===== config.mk =====
export PLATFORM = sky130hd
export DESIGN_NAME = tick_rate_controller
export DESIGN_NICKNAME = d
export VERILOG_FILES = /design/src/rtl/tick_rate_controller.sv
export SDC_FILE = /design/constraint.sdc
export NUM_CORES = 1
export LEC_CHECK = 0
export ABC_AREA = 1
export ABC_CLOCK_PERIOD_IN_PS = 4700
export CAP_MARGIN = 5
export CORE_MARGIN = 1.5
export CORE_UTILIZATION = 52
export CTS_BUF_LIST = sky130_fd_sc_hd__clkbuf_8
export DETAILED_ROUTE_END_ITERATION = 6
export PLACE_DENSITY = 0.75
export SYNTH_ARGS = -nofsm -noshare
export SYNTH_HDL_FRONTEND = slang
export SYNTH_SLANG_ARGS = --single-unit
export TNS_END_PERCENT = 10

===== constraint.sdc =====
create_clock -name clkIN -period 4.7 [get_ports clkIN]
set_input_delay 0.705 -clock clkIN [delete_from_list [all_inputs] [get_ports clkIN]]
set_output_delay 0.705 -clock clkIN [all_outputs]
set_load 0.02 [all_outputs]

===== src/rtl/tick_rate_controller.sv =====
// Divided clock / tick timebase with a valid/ready config port.
// Ports: clkIN, rst, cfg_valid/ready/div/n, start, stop, clkOUT, tick, busy, done.
module tick_rate_controller #(
  parameter int          DIV_W       = 32,
  parameter int          CNT_W       = 16,
  parameter int unsigned DEFAULT_DIV = 25000000
) (
  input  logic             clkIN,
  input  logic             rst,
  input  logic             cfg_valid,
  output logic             cfg_ready,
  input  logic [DIV_W-1:0] cfg_div,
  input  logic [CNT_W-1:0] cfg_n,
  input  logic             start,
  input  logic             stop,
  output logic             clkOUT,
  output logic             tick,
  output logic             busy,
  output logic             done
);

  typedef enum logic {
    IDLE,
    RUN
  } state_t;

  state_t           state_q, state_d;
  logic [DIV_W-1:0] div_q, div_d;
  logic [CNT_W-1:0] n_q, n_d;
  logic [DIV_W-1:0] cnt_q, cnt_d;
  logic [CNT_W-1:0] tcnt_q, tcnt_d;
  logic [CNT_W-1:0] tcnt_inc;
  logic             clk_d, tick_d, done_d;

  assign tcnt_inc  = tcnt_q + CNT_W'(1);
  assign busy      = (state_q == RUN);
  assign cfg_ready = ~busy;

  always_ff @(posedge clkIN) begin
    if (rst) begin
      state_q <= IDLE;
      div_q   <= DIV_W'(DEFAULT_DIV);
      n_q     <= '0;
      cnt_q   <= '0;
      tcnt_q  <= '0;
      clkOUT  <= 1'b0;
      tick    <= 1'b0;
      done    <= 1'b0;
    end else begin
      state_q <= state_d;
      div_q   <= div_d;
      n_q     <= n_d;
      cnt_q   <= cnt_d;
      tcnt_q  <= tcnt_d;
      clkOUT  <= clk_d;
      tick    <= tick_d;
      done    <= done_d;
    end
  end

  always_comb begin
    state_d = state_q;
    div_d   = div_q;
    n_d     = n_q;
    cnt_d   = cnt_q;
    tcnt_d  = tcnt_q;
    clk_d   = clkOUT;
    tick_d  = 1'b0;
    done_d  = 1'b0;
    unique case (state_q)
      IDLE: begin
        clk_d = 1'b0;
        if (cfg_valid) begin
          div_d = cfg_div;
          n_d   = cfg_n;
        end
        if (start && !stop) begin
          state_d = RUN;
          cnt_d   = '0;
          tcnt_d  = '0;
        end
      end
      RUN: begin
        if (stop) begin
          state_d = IDLE;
          clk_d   = 1'b0;
        end else if (cnt_q == div_q) begin
          cnt_d  = '0;
          tick_d = 1'b1;
          tcnt_d = tcnt_inc;
          // last burst tick parks clkOUT low
          if (n_q != '0 && tcnt_inc == n_q) begin
            done_d  = 1'b1;
            clk_d   = 1'b0;
            state_d = IDLE;
          end else begin
            clk_d = ~clkOUT;
          end
        end else begin
          cnt_d = cnt_q + DIV_W'(1);
        end
      end
      default: state_d = IDLE;
    endcase
  end

endmodule


==> run summary <==
The flow ran to the end, and the final reports show no timing, DRC or antenna violations. Of all flip-flops after synthesis, the portion carrying an async set or reset was 0%. The count of buffers added by post-CTS timing repair for setup came out at 0. In this run the cell area measured after placement is between 0.005 and 0.006 mm^2. The switching power came out at ~0.46 mW. Prior to clock tree synthesis, the placed netlist has a worst setup slack of 1.65 ns. In this run, CTS created clock tree buffers numbering 9. The measured slew at the worst slew-check pin is 0.998 ns. The worst supply voltage drop on vdd is 0.238 mV. The critical path's slowest cell is nand2_2.

The share of total power dissipated in sequential elements is 55.3%. For the finished layout, the period the worst path requires is 2.67 ns. In this run the remaining antenna-violating nets after routing total 0. The die is 103 um wide. The via-per-instance ratio is approximately 5.2. The number of synthesized register bits came out at 100. The static power due to leakage came out at 2.42 nW. For this run, the detailed router's first-pass iteration total came to 7.

The total congestion overflow after global routing is 0. The peak clock frequency supported by timing came out at between 300 and 400 MHz. The post-synthesis average cell area is 6.84 um^2.

The clock root buffer is clkbuf_8. The sequential area share after synthesis came out at about two fifths. Max-cap violations in this run came to 0.

The element type at the critical path start is an input port. The total number of vias is just under 5000. The per-cell routed wire length is 13.5 um.

TritonCTS built the clock tree. The number of core rows is 36. The worst setup path is of the in2reg kind.

The count of final setup violators is 0. The final-stage net count came out at 867. The total number of H-tree levels is 3.

Among all cell types in the netlist, the one instantiated most often is nand2_1. The tightest slew margin relative to the limit came out at roughly a third. The initial utilization of the core area, before any placement, comes to a little over half. The share of total power in combinational logic is 13.1%. The switching power share of the total came out at between 20% and 30%.

The share of post-route cells with drive strength above 1 is 5.39%. Counting flops with a built-in enable in the synthesized netlist gives 0. The number of global-route vias before repair was about 4700. The kind of end point of the critical path is a register. The mapped netlist covers 0.00521 mm^2. The routability-driven placement congestion ratio came out at ~0.94. The highest fanout seen on the critical path came out at 39.

The growth of design area from synthesis to finish came out at 16.0%. For this design, the sink count on the clock tree is 100. The number of unique standard cell types used by synthesis came out at 37. The number of warnings reported in the yosys synthesis log came out at 0. The class of the worst hold path is reg2reg. The largest buffer count on any clock path is 2. The clock-pin slew reported for the worst setup and hold paths after clock tree synthesis is about 0.09 ns.

The die outline area is about 0.011 mm^2. The die height came out at 103 um. The maximum clock skew at final layout is 0.00776 ns. Setup repair after global routing left no endpoint under its margin. Data on the critical path is required at its endpoint by 4.96 ns. Among all flip-flop cells after synthesis, the most frequent one is dfxtp_1. The maximum cell stage delay along the critical path came out at 0.59 ns. The global-route usage over all layers is between 20% and 30%. The core outline area came out at slightly below 0.01 mm^2. The share of the synthesized area in the top cell type came out at 38.4%.

After detailed routing, the total wire length is 12900 um. The number of antenna violations at the first check in global routing is 0. The number of port buffers is 57. The number of nets in the synthesized netlist is 816. The final instance area is approximately 0.0060 mm^2. The synthesized design spends more area on one cell type than any other, namely dfxtp_1. The internal power contribution is 1.19 mW. The post-route clock period utilization is 56.7%. The detailed placement HPWL is 9500 um. The count of hold-fix buffers inserted at cts came out at 0. The gate family responsible for the most delay along the worst path is simple AND/OR/NAND/NOR gates. The number of instances in the synthesized netlist came out at 761. The signal on the critical path passes through clkdlybuf4s50_1 -> nand3b_1 -> nand2_4 -> o21ai_2 -> nand2_2 -> inv_1 -> nand2_1 -> o21ai_0.

Counting both buffers and inverters, the worst setup path holds a total of 2. The summed negative setup slack over all endpoints came out at 0 ns. The top-level I/O count is between 50 and 60.

The total inserted antenna cells is 0. The pin count of the biggest net entering global routing is 63. Sorting the synthesized cells by how often they occur yields nand2_1, nor2_1, dfxtp_1. The first global-routing pass estimated 21100 um of wire. Data arrives at the worst endpoint at 2.93 ns. The number of gates given a new drive strength after cts came out at 0. The DRC violation total after the first TritonRoute iteration came out at 206. The minimum setup slack in the final design came out at 2.03 ns. The share of total power dissipated in the clock network is 31.5%. The final routed DRC violation total came out at 0. The count of final hold-check violations came out at 0. The clock reaches the later pin of the worst-skew pair after ~0.38 ns. The total power per unit cell area is 273 mW/mm^2. The number of max-slew violations in the final report is 0.

By area the synthesized netlist is led by dfxtp_1, nand2_1, nor2_1.
==> metrics by stage <==
| stage | hold slack, ns | cells | total power, mW | utilization [%] |
|---|---|---|---|---|
| 2_1_floorplan | 0.456 | 761 | 1.07 | - |
| 3_3_place_gp | 0.476 | 934 | 1.14 | 60.3 |
| 3_5_place_dp | 0.487 | 934 | 1.15 | 60.3 |
| 4_1_cts | 0.505 | 950 | 1.66 | 62.1 |
| 5_1_grt | 0.526 | 950 | 1.73 | 62.1 |
| 6_report | 0.501 | 950 | 1.65 | 62.1 |
==> registers in the layout (all words and copies together) (netlist names) <==
signal and flops:
cnt_q 32, busy 1, clkOUT 1, n_q 16, tick 1, done 1, div_q 32, tcnt_q 16
==> path summary, 6_finish.rpt <==
check	startpoint	endpoint	slack, ns	cells past startpoint
setup reg to reg	cnt_q[3]	tcnt_q[10]	2.05	11
hold / removal	div_q[18]	div_q[18]	0.50	2
setup / recovery	stop	tcnt_q[10]	2.03	8
hold reg to reg	div_q[18]	div_q[18]	0.50	2
==> power by group through the flow <==
stage	combinational, mW	clock (mW)	sequential [mW]
after floorplan	0.140	0	0.926
after global placement	0.211	0	0.932
after detailed placement	0.217	0	0.933
after CTS	0.218	0.531	0.913
after global routing	0.246	0.571	0.918
final	0.217	0.520	0.913
==> cell type report <==
cell class                      count  area (um^2)
Multi-Input combinational cell    574         2860
Fill cell                         946         3690
Tap cell                          133          166
Clock buffer                       10          138
Timing Repair Buffer               59          586
Clock inverter                      6         37.5
Inverter                           68          255
Sequential cell                   100         2000
==> metal layers <==
metal | share of wire (%) | wire length, um | global-route usage, %
met4 | 2.2 | 280 | 8.63
met3 | 3.7 | 478 | 5.97
met1 | 44 | 5640 | 29.7
met2 | 50 | 6460 | 46.1
met5 | 0 | 0 | 0
==> placed cells by master (no fill, tap or decap), drive strengths merged, types with 3 or more instances in the layout <==
| master | count |
|---|---|
| nand2 | 173 |
| nor2 | 142 |
| dfxtp | 100 |
| nand3 | 76 |
| inv | 69 |
| clkdlybuf4s50 | 57 |
| o21ai | 55 |
| xor2 | 37 |
| a21oi | 25 |
| nand4 | 21 |
| nor3 | 15 |
| xnor2 | 12 |
| clkbuf | 10 |
| clkinv | 5 |
| or2 | 4 |
| a22oi | 3 |
==> worst register-to-register path, cell delays in order (launching register included) <==
cell	delay, ns
dfxtp_1	0.44
xor2_1	0.09
nor2_1	0.15
nand3_1	0.12
nor2_1	0.17
nand2_1	0.10
nor2_2	0.17
o21ai_2	0.13
nand2_2	0.59
inv_1	0.36
nand2_1	0.13
o21ai_0	0.08
==> logic make-up (layout without fill, tap and decap cells) <==
| kind of cell | Yosys count | count (layout) | synth area share, % |
|---|---|---|---|
| AOI/OAI and AO/OA | 87 | 87 | 8.94 |
| xor gates and xnor gates | 49 | 49 | 8.24 |
| adders and majority gates | 2 | 2 | 0.480 |
| buffers and inverters | 87 | 143 | 6.75 |
| DFF | 100 | 100 | 38.4 |
| and+or+nand+nor | 436 | 436 | 37.1 |
Note: power is estimated with default switching activity, not from simulation.
